**src/rtl/comp_32_seq_pkg.sv**
```systemverilog
// +--------------------------------------------------------------------------+
// | comp_32_seq_pkg -- shared state encoding and slice-geometry helpers.     |
// | Rev 1.0                                                                  |
// +--------------------------------------------------------------------------+
`default_nettype none

package comp_32_seq_pkg;

    localparam int DEF_WIDTH = 32;
    localparam int DEF_SLICE = 2;

    typedef logic [0:0] state_t;
    localparam state_t ST_IDLE = 1'b0;
    localparam state_t ST_RUN  = 1'b1;

    function automatic int calc_nslice(input int width, input int slice);
        return width / slice;
    endfunction

    function automatic int calc_idx_w(input int nslice);
        return (nslice > 1) ? $clog2(nslice) : 1;
    endfunction

    function automatic bit width_ok(input int width, input int slice);
        return (slice > 0) && (width >= slice) && ((width % slice) == 0);
    endfunction

endpackage

`default_nettype wire

```
**src/rtl/comp_32_seq_comp_2.sv**
```systemverilog
// +--------------------------------------------------------------------------+
// | comp_2 -- combinational unsigned SLICE-bit compare slice (eq, gt).       |
// | Rev 1.0                                                                  |
// +--------------------------------------------------------------------------+
`default_nettype none

module comp_2 #(
    parameter int SLICE = 2
) (
    input  logic [SLICE-1:0] in1,
    input  logic [SLICE-1:0] in2,
    output logic             eq,
    output logic             gt
);

    assign eq = (in1 == in2);
    assign gt = (in1 > in2);

endmodule

`default_nettype wire

```
**src/rtl/comp_32_seq.sv**
```systemverilog
// +--------------------------------------------------------------------------+
// | comp_32_seq -- MSB-first slice-serial magnitude comparator, early exit.  |
// | Rev 1.0                                                                  |
// +--------------------------------------------------------------------------+
`default_nettype none

module comp_32_seq
    import comp_32_seq_pkg::*;
#(
    parameter int WIDTH = DEF_WIDTH,
    parameter int SLICE = DEF_SLICE
) (
    input  logic             clock,
    input  logic             resetn,
    input  logic             start,
    input  logic             flush,
    input  logic             is_signed,
    input  logic [WIDTH-1:0] in1,
    input  logic [WIDTH-1:0] in2,
    output logic             busy,
    output logic             done,
    output logic             eq_out,
    output logic             gt_out
);

    localparam int NSLICE = calc_nslice(WIDTH, SLICE);
    localparam int IDX_W  = calc_idx_w(NSLICE);
    localparam logic [WIDTH-1:0] SIGN_MASK = WIDTH'(1) << (WIDTH - 1);
    localparam logic [IDX_W-1:0] IDX_TOP   = IDX_W'(NSLICE - 1);

    if (!width_ok(WIDTH, SLICE)) begin : g_bad_geometry
        $error("comp_32_seq: WIDTH must be a non-zero multiple of SLICE");
    end

    state_t           state_q;
    logic [IDX_W-1:0] index_q;
    logic [WIDTH-1:0] a_q;
    logic [WIDTH-1:0] b_q;
    logic             busy_q;
    logic             done_q;
    logic             eq_q;
    logic             gt_q;

    logic [SLICE-1:0] slice_a;
    logic [SLICE-1:0] slice_b;
    logic             slice_eq;
    logic             slice_gt;
    logic [WIDTH-1:0] flip_d;

    always_comb begin
        slice_a = '0;
        slice_b = '0;
        for (int i = 0; i < NSLICE; i++) begin
            if (index_q == IDX_W'(i)) begin
                slice_a = a_q[i*SLICE +: SLICE];
                slice_b = b_q[i*SLICE +: SLICE];
            end
        end
    end

    comp_2 #(
        .SLICE (SLICE)
    ) u_slice (
        .in1 (slice_a),
        .in2 (slice_b),
        .eq  (slice_eq),
        .gt  (slice_gt)
    );

    // Offset-binary: flipping both sign bits makes unsigned order match signed order.
    assign flip_d = is_signed ? SIGN_MASK : '0;

    always_ff @(posedge clock or negedge resetn) begin
        if (!resetn) begin
            state_q <= ST_IDLE;
            index_q <= '0;
            a_q     <= '0;
            b_q     <= '0;
            busy_q  <= 1'b0;
            done_q  <= 1'b0;
            eq_q    <= 1'b0;
            gt_q    <= 1'b0;
        end else begin
            done_q <= 1'b0;
            case (state_q)
                ST_IDLE: begin
                    if (start && !flush) begin
                        a_q     <= in1 ^ flip_d;
                        b_q     <= in2 ^ flip_d;
                        index_q <= IDX_TOP;
                        busy_q  <= 1'b1;
                        state_q <= ST_RUN;
                    end
                end
                ST_RUN: begin
                    if (flush) begin
                        busy_q  <= 1'b0;
                        state_q <= ST_IDLE;
                    end else if (!slice_eq) begin
                        eq_q    <= 1'b0;
                        gt_q    <= slice_gt;
                        done_q  <= 1'b1;
                        busy_q  <= 1'b0;
                        state_q <= ST_IDLE;
                    end else if (index_q == '0) begin
                        eq_q    <= 1'b1;
                        gt_q    <= 1'b0;
                        done_q  <= 1'b1;
                        busy_q  <= 1'b0;
                        state_q <= ST_IDLE;
                    end else begin
                        index_q <= index_q - 1'b1;
                    end
                end
                default: begin
                    busy_q  <= 1'b0;
                    state_q <= ST_IDLE;
                end
            endcase
        end
    end

    assign busy   = busy_q;
    assign done   = done_q;
    assign eq_out = eq_q;
    assign gt_out = gt_q;

endmodule

`default_nettype wire

```
**config.mk**
```make
export PLATFORM = sky130hd
export DESIGN_NAME = comp_32_seq
export DESIGN_NICKNAME = d
export VERILOG_FILES = /design/src/rtl/comp_32_seq_pkg.sv /design/src/rtl/comp_32_seq_comp_2.sv /design/src/rtl/comp_32_seq.sv
export SDC_FILE = /design/constraint.sdc
export NUM_CORES = 1
export LEC_CHECK = 0
export BUFFER_PORTS_ARGS = -buffer_cell sky130_fd_sc_hd__buf_2
export CAP_MARGIN = 20
export CORE_MARGIN = 2
export CORE_UTILIZATION = 57
export CTS_BUF_LIST = sky130_fd_sc_hd__clkbuf_2
export DETAILED_ROUTE_END_ITERATION = 7
export GPL_TIMING_DRIVEN = 1
export MAX_ROUTING_LAYER = met4
export PLACE_DENSITY = 0.82
export SYNTH_ARGS = -nofsm -noshare
export SYNTH_HDL_FRONTEND = slang
export SYNTH_HIERARCHICAL = 1
export SYNTH_SLANG_ARGS = --single-unit
```
**constraint.sdc**
```tcl
create_clock -name clock -period 3.45 [get_ports clock]
set_input_delay 0.345 -clock clock [delete_from_list [all_inputs] [get_ports clock]]
set_output_delay 0.345 -clock clock [all_outputs]
set_load 0.02 [all_outputs]
```
# Word-level counts from Yosys, hierarchy flattened

Cells that the tools add are included.

$add $sub $neg: 1
Magnitude comparators: 1
Equality and inequality tests: 22
Multiplexer cells: 55
Bitwise operators: 4
Reduce and logical (&&, ||, !) cells: 7

Operator list:

| kind                  | count |
|---|---|
| $mux W2               | 32 |
| $xor A32 B32 Y32      | 2 |
| $eq A4 B4 Y1 const B  | 8 |
| $mux W32              | 1 |
| $eq A4 B3 Y1 const B  | 4 |
| $mux W4               | 4 |
| $mux W1               | 15 |
| $eq A4 B2 Y1 const B  | 2 |
| $pmux W4 S2           | 1 |
| $ne A2 B2 Y1 const B  | 3 |
| $eq A4 B1 Y1 const B  | 1 |
| $logic_not A4 Y1      | 1 |
| $ne A2 B1 Y1 const B  | 2 |
| $ne A4 B3 Y1 const B  | 1 |
| $pmux W1 S2           | 2 |
| $reduce_and A2 Y1     | 2 |
| $reduce_and A4 Y1     | 1 |
| $sub A4 B1 Y4 const B | 1 |
| $reduce_and A3 Y1     | 1 |
| $eq A2 B2 Y1          | 1 |
| $gt A2 B2 Y1          | 1 |
| $not A1 Y1            | 2 |
| $logic_and A1 B1 Y1   | 1 |
| $logic_not A1 Y1      | 1 |

Register bits: 73
Output and inout port bits: 4
Logic and storage cells: 98

# Logic depth before layout (Yosys ltp)

Gate-level depths: netlist of the first run.

Depth after elaboration: 21
Depth in mapped cells: 16

# Hierarchy

Netlist of the first run, hierarchy kept.

Modules (own cells, without submodules):

| module      | times used | cells each | area each (um^2) | sequential area each (um^2) |
|---|---|---|---|---|
| comp_32_seq | 1          | 450        | 3663.5           | 1826.8 |
| comp_2      | 1          | 8          | 60.1             | 0.0 |

# Least setup slack after synthesis of the first run

No wires, ideal clock.

Path type: reg2reg
Start point: register index_q[0]
End point: register index_q[3]
Library setup time: 123 ps
Arrival time: 2624 ps
Setup slack: 703 ps
Stages on the path, launching flop included: 16
Clock period less this slack: 2747 ps
Cells stage by stage: dfrtp_1 > inv_1 > ha_1 > buf_2 > buf_6 > inv_1 > o22ai_1 > o311a_1 > a31oi_1 > inv_1 > ha_1 > and2_4 > nand3_1 > nor4_1 > xnor2_1 > nand2_1

Cells in the longest elaborated chain, start to end: 20
Elaborated cells on any way between the ends: 57

RTL lines:

| item                                   | RTL line                 | text |
|---|---|---|
| start, declared                        | comp_32_seq.sv:36        | `logic [IDX_W-1:0] index_q;` |
| start signal, assigned                 | comp_32_seq.sv:112       | `index_q <= index_q - 1'b1;` |
| $logic_not A4 Y1                       | comp_32_seq.sv:54        | `if (index_q == IDX_W'(i)) begin` |
| $mux W2 (15 in series)                 | comp_32_seq.sv:54        |  |
| $mux W2 (*)                            | comp_32_seq.sv:54        |  |
| named net slice_a[0]                   | comp_32_seq.sv:44        | `logic [SLICE-1:0] slice_a;` |
| $eq A2 B2 Y1 (*)                       | comp_32_seq_comp_2.sv:16 | `assign eq = (in1 == in2);` |
| named net slice_eq                     | comp_32_seq.sv:46        | `logic slice_eq;` |
| $ne A2 B1 Y1 (no source line) (*)      | --                       |  |
| $reduce_and A4 Y1 (no source line) (*) | --                       |  |

Mark *: on every way through the listed nets, which the timed path passes. The rest lies on a longest branch. The select of a mux whose other input is x is not followed.
A chain may end at the register's enable or synchronous reset.

# Final worst setup path of the first run

Start point: register index_q[0]
End point: register index_q[3]

Cells in the longest elaborated chain, start to end: 20
Elaborated cells on any way between the ends: 57

RTL lines:

| item                                   | RTL line                 | text |
|---|---|---|
| $logic_not A4 Y1                       | comp_32_seq.sv:54        |  |
| $mux W2 (15 in series)                 | comp_32_seq.sv:54        |  |
| $mux W2 (*)                            | comp_32_seq.sv:54        |  |
| named net slice_b[1]                   | comp_32_seq.sv:45        | `logic [SLICE-1:0] slice_b;` |
| $eq A2 B2 Y1 (*)                       | comp_32_seq_comp_2.sv:16 |  |
| named net slice_eq                     | comp_32_seq.sv:46        |  |
| $ne A2 B1 Y1 (no source line) (*)      | --                       |  |
| $reduce_and A4 Y1 (no source line) (*) | --                       |  |

Marks and branches as above.

==> results of run 1 <==
critical path, stage by stage (launching register included):
cell and delay, ps:
dfrtp_1 510, inv_1 180, ha_2 420, buf_4 220, a21oi_1 70, o211ai_1 100
o311a_1 190, o31ai_1 70, a21oi_1 170, inv_1 60, ha_1 290, and2_4 170
nand3_1 140, nor4_2 200, xnor2_1 150, nand2_1 70
Yosys cell counts, types with 3 or more instances:
| library cell | count |
|---|---|
| ha_1 | 7 |
| nor2_1 | 7 |
| a21oi_1 | 20 |
| o31ai_1 | 3 |
| nand2b_1 | 10 |
| nand2_1 | 204 |
| o22ai_1 | 6 |
| nor2b_1 | 8 |
| buf_2 | 16 |
| o21ai_0 | 25 |
| a221oi_1 | 5 |
| xnor2_1 | 3 |
| dfrtp_1 | 73 |
| a22oi_1 | 7 |
| clkbuf_1 | 11 |
| nand3_1 | 6 |
| inv_1 | 11 |
cell type report:
type	instances	area share
Clock buffer	10	0.01050
Inverter	11	0.008659
Sequential cell	73	0.3831
Clock inverter	6	0.01732
Tap cell	77	0.02020
Multi-Input combinational cell	345	0.3660
Timing Repair Buffer	132	0.1942
worst max-delay path by stage:
stage | startpoint | endpoint | depth (start not counted)
after floorplan | index_q[0] | index_q[3] | 15
after global placement | index_q[0] | index_q[3] | 12
after detailed placement | index_q[0] | index_q[3] | 14
after CTS | index_q[0] | index_q[3] | 14
after global routing | index_q[0] | index_q[3] | 13
final | index_q[0] | index_q[3] | 15
registers in the layout, indices dropped and copies added, names as in the netlist:
name and flops:
a_q 32, b_q 32, index_q 4, busy 1
done 1, eq_out 1, gt_out 1, state_q 1
power by group through the flow:
stage	registers [mW]	logic (mW)	clock network (mW)
after floorplan	1.33	1.08	0
after global placement	1.40	1.41	0
after detailed placement	1.41	1.45	0
after CTS	1.39	1.50	0.549
after global routing	1.43	1.73	0.574
final	1.40	1.55	0.537
timing repair:
item,4_1_cts,5_1_grt
setup endpoints to repair,0,2
endpoints found under the hold margin,74,1
resized for setup,0,7
hold buffers,45,1
layer usage:
layer	global-route usage	vias up	wire (um)
li1	-	1743	-
met1	0.3870	1687	4321
met2	0.4503	162	4626
met3	0.05253	24	591
met4	0.08802	0	237
met5	-	-	0
cells by family after synthesis:
group	synth area share
xor+xnor	0.007058
flops	0.4906
compound gates	0.1546
simple gates	0.2745
fa+ha+maj	0.02352
buf+inv	0.04973
per-stage QoR:
step / area (sq um) / worst slack (ps) / total power [mW]
final: 4768 / 292.5 / 3.482
after detailed placement: 4146 / 168.4 / 2.856
after CTS: 4730 / 112.9 / 3.436
after floorplan: 3724 / 703.2 / 2.405
after global routing: 4768 / 78.26 / 3.728
after global placement: 4146 / 271.1 / 2.801
cells in the final DEF (no fill, tap or decap), types with 3 or more instances in the layout:
master and count:
inv_1 11, dfrtp_1 73, o21ai_0 25, ha_1 3, nand2b_1 10, a221oi_1 5, a21oi_1 20, a22oi_1 7
nand3_1 6, clkbuf_2 10, o31ai_1 3, nor2b_1 7, dlygate4sd3_1 46, ha_2 3, o22ai_1 6, xnor2_1 3
nor2_1 7, nand2_1 204, buf_4 14, buf_2 72
==> qor.yml, run 1 <==
floorplanning:
  die_h_um: 84.83
  ios: 73
  start_util: 0.5864
  dieArea_sq_um: 7195
  row_count: 29
  core_sq_um: 6350
  dieWidth_um: 84.83
clock_tree:
  htree_levels: 3
  cts_tree: "built"
  path_clk_slew_ps: 210
  cts_buffers: 9
  cts_setup_buffers: 0
  clockBufferDepth: 2
  cts.sinks: 73
  root_buffer: "clkbuf_2"
  clk_latency_ps: 530
yosys:
  synth_top_cell_area_share: 0.4906
  ys.flop_type: "dfrtp_1"
  yosys.area.top_type: "dfrtp_1"
  syn_area_sq_um: 3724
  synth_cells: 458
  yosysSeqAreaShare: 0.4906
  ys_ff_latch: 73
  synth_area_leaders: "dfrtp_1, nand2_1, o21ai_0"
  syn_area_per_cell_sq_um: 8.130
  synth_fp_nets: 534
  synth_edf_count: 0
  yosysWarningCount: 6
  ys_types: 45
  synthArstFlopShare: 1.000
final_layout:
  layout-drive-gt1-share: 0.1958
  antenna_cells: 0
  multiInputGateArea_sq_um: 1745
  area_delta_synth_final_pct: 28.06
  final_util: 0.7509
  fin_cells: 654
  fillers: 470
  regArea_sq_um: 1827
  nets: 648
hold_path:
  hold_class: "in2reg"
  hold_path.startpoint: "in1[6]"
  holdPathStages: 3
  holdPathEnd: "a_q[6]"
power_and_ir_drop:
  p_int_mw: 2.057
  leakagePower_nw: 2.431
  p_sw_mw: 1.426
  ir_drop_mv: 0.5144
  clkPwrFrac: 0.154
  netSwitchingFraction: 0.4094
  powerDensity_nw_per_um2: 730.3
  pwr-share-seq: 0.401
  combPwrFrac: 0.445
worst_setup_path:
  path_max_fanout: 16
  crit_type: "reg2reg"
  cp.arrival_ps: 3550
  r2r.worst_path.cells: 15
  rrSetupSlack_ps: 290
  r2r_end: "index_q[3]"
  worst_setup_path_end_kind: "register"
  rr_startpoint: "index_q[0]"
  required_ps: 3850
  setup.worst_path.start_class: "register"
detailed_routing:
  vias: 3616
  drt_iter0_markers: 306
  via_per_inst: 5.529
  wl_mm: 9.775
  drc: 0
  wl_per_cell_um: 14.95
  drtPass1Iterations: 5
  ant_nets: 0
global_routing:
  antenna_found_initial: 0
  grt_overflow_total: 0
  grt_usage: 0.2877
  first_global_vias: 3441
  grt_pass1_wl_mm: 16.08
  grt_start_max_net_pins: 44
place:
  hpwlAfterDp_mm: 6.646
  dp_cells: 592
  place_congestion: 0.9476
  io_buffers: 72
timing:
  finalHoldViolations: 0
  timing.setup.tns_ps: 0
  slew_headroom: 0.5478
  post-route-min-period_ps: 3158
  max_freq_mhz: 316.7
  slew_viol_final: 0
  finalCritPeriodShare: 0.9152
  setup_viol: 0
  skew_ps: 33.16
  grt_setup_unrepaired: "no"
  timing.hold.ws_ps: 15.15
  worstMarginPinSlew_ps: 678.2
run_status:
  status: "finished clean"
flow_run:
  cap_violations: 0
No activity file was read; power rests on OpenSTA's default activity.
==> run 2, diff against run 1 <==
--- a/config.mk
+++ b/config.mk
@@ -5,6 +5,7 @@
 export SDC_FILE = /design/constraint.sdc
 export NUM_CORES = 1
 export LEC_CHECK = 0
+export ABC_AREA = 1
 export BUFFER_PORTS_ARGS = -buffer_cell sky130_fd_sc_hd__buf_2
 export CAP_MARGIN = 20
 export CORE_MARGIN = 2
==> run 2 against run 1 <==
Net effect: the run now ends with hold timing left; register-to-register slack worse by 120 ps; largest cell class unchanged; global-route usage down 1.2 points; sequential power shrank 9%; sequential share of layout area down 1.2 points; synthesized cell count rose by 15%; die area increased by 0.45%; via count rose by 3.1%.
==> qor.yml, run 2 <==
worst_setup_path:
  crit_type: "reg2reg"
  required_ps: 3940
  setup.worst_path.start_class: "register"
  crit_slowest_cell: "dfrtp_2"
  rrSetupSlack_ps: 170
  worst_setup_path_end_kind: "register"
  r2r_end: "index_q[3]"
  slowest_delay_ps: 480
  r2r.worst_path.cells: 28
  path_max_fanout: 5
  cp.arrival_ps: 3770
  path_buf_inv: 6
  rr_startpoint: "index_q[0]"
  path_common_cell: "nand2_1"
  cp_top_family: "simple AND/OR/NAND/NOR gates"
hold_path:
  holdPathStages: 3
  hold_class: "in2reg"
  holdPathEnd: "a_q[27]"
  hold_path.startpoint: "in1[27]"
floorplanning:
  die_h_um: 85.02
  row_count: 29
  ios: 73
  start_util: 0.5892
  dieWidth_um: 85.02
  dieArea_sq_um: 7228
  core_sq_um: 6350
global_routing:
  antenna_found_initial: 0
  grt_start_max_net_pins: 70
  first_global_vias: 3532
  grt_pass1_wl_mm: 15.43
  grt_usage: 0.2761
  grt_overflow_total: 0
timing:
  finalHoldViolations: 1
  timing.setup.tns_ps: 0
  timing.hold.ws_ps: -2.694
  skew_ps: 25.38
  slew_viol_final: 0
  max_freq_mhz: 304.8
  post-route-min-period_ps: 3281
  slew_headroom: 0.4631
  setup_viol: 0
  finalCritPeriodShare: 0.9510
  worstMarginPinSlew_ps: 805.3
final_layout:
  final_cell_mix: "nand2_1, buf_2, dfrtp_1, dlygate4sd3_1, inv_1"
  antenna_cells: 0
  final_util: 0.7771
  area_delta_synth_final_pct: 31.91
  final_common_cell: "nand2_1"
  nets: 730
  fin_cells: 735
  layout-drive-gt1-share: 0.1976
  largestRegisters: "a_q x32, b_q x32, index_q x4"
power_and_ir_drop:
  power_mw: 2.717
  ir_drop_mv: 0.5740
  leakagePower_nw: 2.794
  powerDensity_nw_per_um2: 550.6
clock_tree:
  clockBufferDepth: 2
  path_clk_slew_ps: 210
  htree_levels: 3
  cts_buffers: 9
  root_buffer: "clkbuf_2"
  clk_latency_ps: 540
  cts_tree: "built"
  cts.sinks: 73
place:
  io_buffers: 72
  hpwlAfterDp_mm: 5.791
  place_congestion: 0.9232
  dp_cells: 663
detailed_routing:
  vias: 3728
  drc: 0
  drtPass1Iterations: 6
  wl_mm: 9.718
  ant_nets: 0
  wl_per_cell_um: 13.22
  via_per_inst: 5.072
  drt_iter0_markers: 255
yosys:
  syn_area_per_cell_sq_um: 7.112
  ys_ff_latch: 73
  synth_top_cell_area_share: 0.4883
  syn_area_sq_um: 3741
  synth.most_common_cell: "nand2_1"
  synth_fp_nets: 602
  ys.flop_type: "dfrtp_1"
  yosysSeqAreaShare: 0.4883
  yosys.area.top_type: "dfrtp_1"
  yosys-top-cells-count: "nand2_1, dfrtp_1, inv_1"
  yosysWarningCount: 6
  ys_types: 24
  synth_cells: 526
  synth_edf_count: 0
  synthArstFlopShare: 1.000
  synth_area_leaders: "dfrtp_1, nand2_1, inv_1"
flow_run:
  cap_violations: 0
run_status:
  status: "finished, violations left"
  failed_checks: "hold timing"
[run 2: where the power goes]
part / total, mW / switching (mW) / leakage [nW] / internal, mW
Sequential: 1.28 / 0.169 / 0.890 / 1.11
Clock: 0.617 / 0.311 / 0.0894 / 0.306
Combinational: 0.823 / 0.508 / 1.81 / 0.315
Total: 2.72 / 0.989 / 2.79 / 1.73
[run 2: area by class of cell]
cell class	count	area (sq um)
sequential	73	1832
multi-input combinational	390	1738
fill	460	1415
timing repair buffer	132	930.9
inverter	48	185.2
clock inverter	6	107.6
tap	77	96.34
clock buffer	9	45.04
[run 2: layer usage]
layer | wire length [um] | track usage | part of all wire
met1 | 4111 | 0.3539 | 0.42
met2 | 4820 | 0.4339 | 0.50
met3 | 576 | 0.07490 | 0.059
met4 | 209 | 0.08081 | 0.022
met5 | 0 | - | 0
[run 2: timing repair]
item,CTS,global route
endpoints found under the setup margin,0,7
hold endpoints to repair,74,9
resized for setup,0,23
setup buffers,0,9
hold buffers,39,9
[run 2: worst max path at each step]
stage	from	to	slack, ps	cells past startpoint
after floorplan	index_q[1]	index_q[3]	610	30
after global placement	index_q[0]	index_q[3]	230	30
after detailed placement	index_q[0]	index_q[3]	100	30
after CTS	index_q[0]	index_q[3]	50	30
after global routing	index_q[0]	index_q[3]	-130	25
final	index_q[0]	index_q[3]	170	28
[run 2: worst min-delay path: cells and delay by family]
kind / cells / cell delay [ps]
and+or+nand+nor: 2 / 100
buffers and inverters: 1 / 70
[run 2: logic make-up (layout without fill, tap and decap cells)]
logic type,count (synthesis),after routing,share of synthesized area
AND/OR/NAND/NOR,356,356,0.3833
AO/OA/AOI/OAI,25,25,0.03512
buffers and inverters,63,195,0.06522
adder cells (fa/ha/maj),7,7,0.02341
flip-flops,73,73,0.4883
XOR/XNOR,2,2,0.004683
[run 2: stage by stage]
stage               hold slack [ps]  area (sq um)  setup slack (ps)
floorplan                     49.41          3741             614.0
global placement              451.6          4161             230.2
detailed placement            458.4          4161             103.8
CTS                          0.3316          4705             50.57
global route                 -4.072          4935            -126.4
finish                       -2.694          4935             169.2
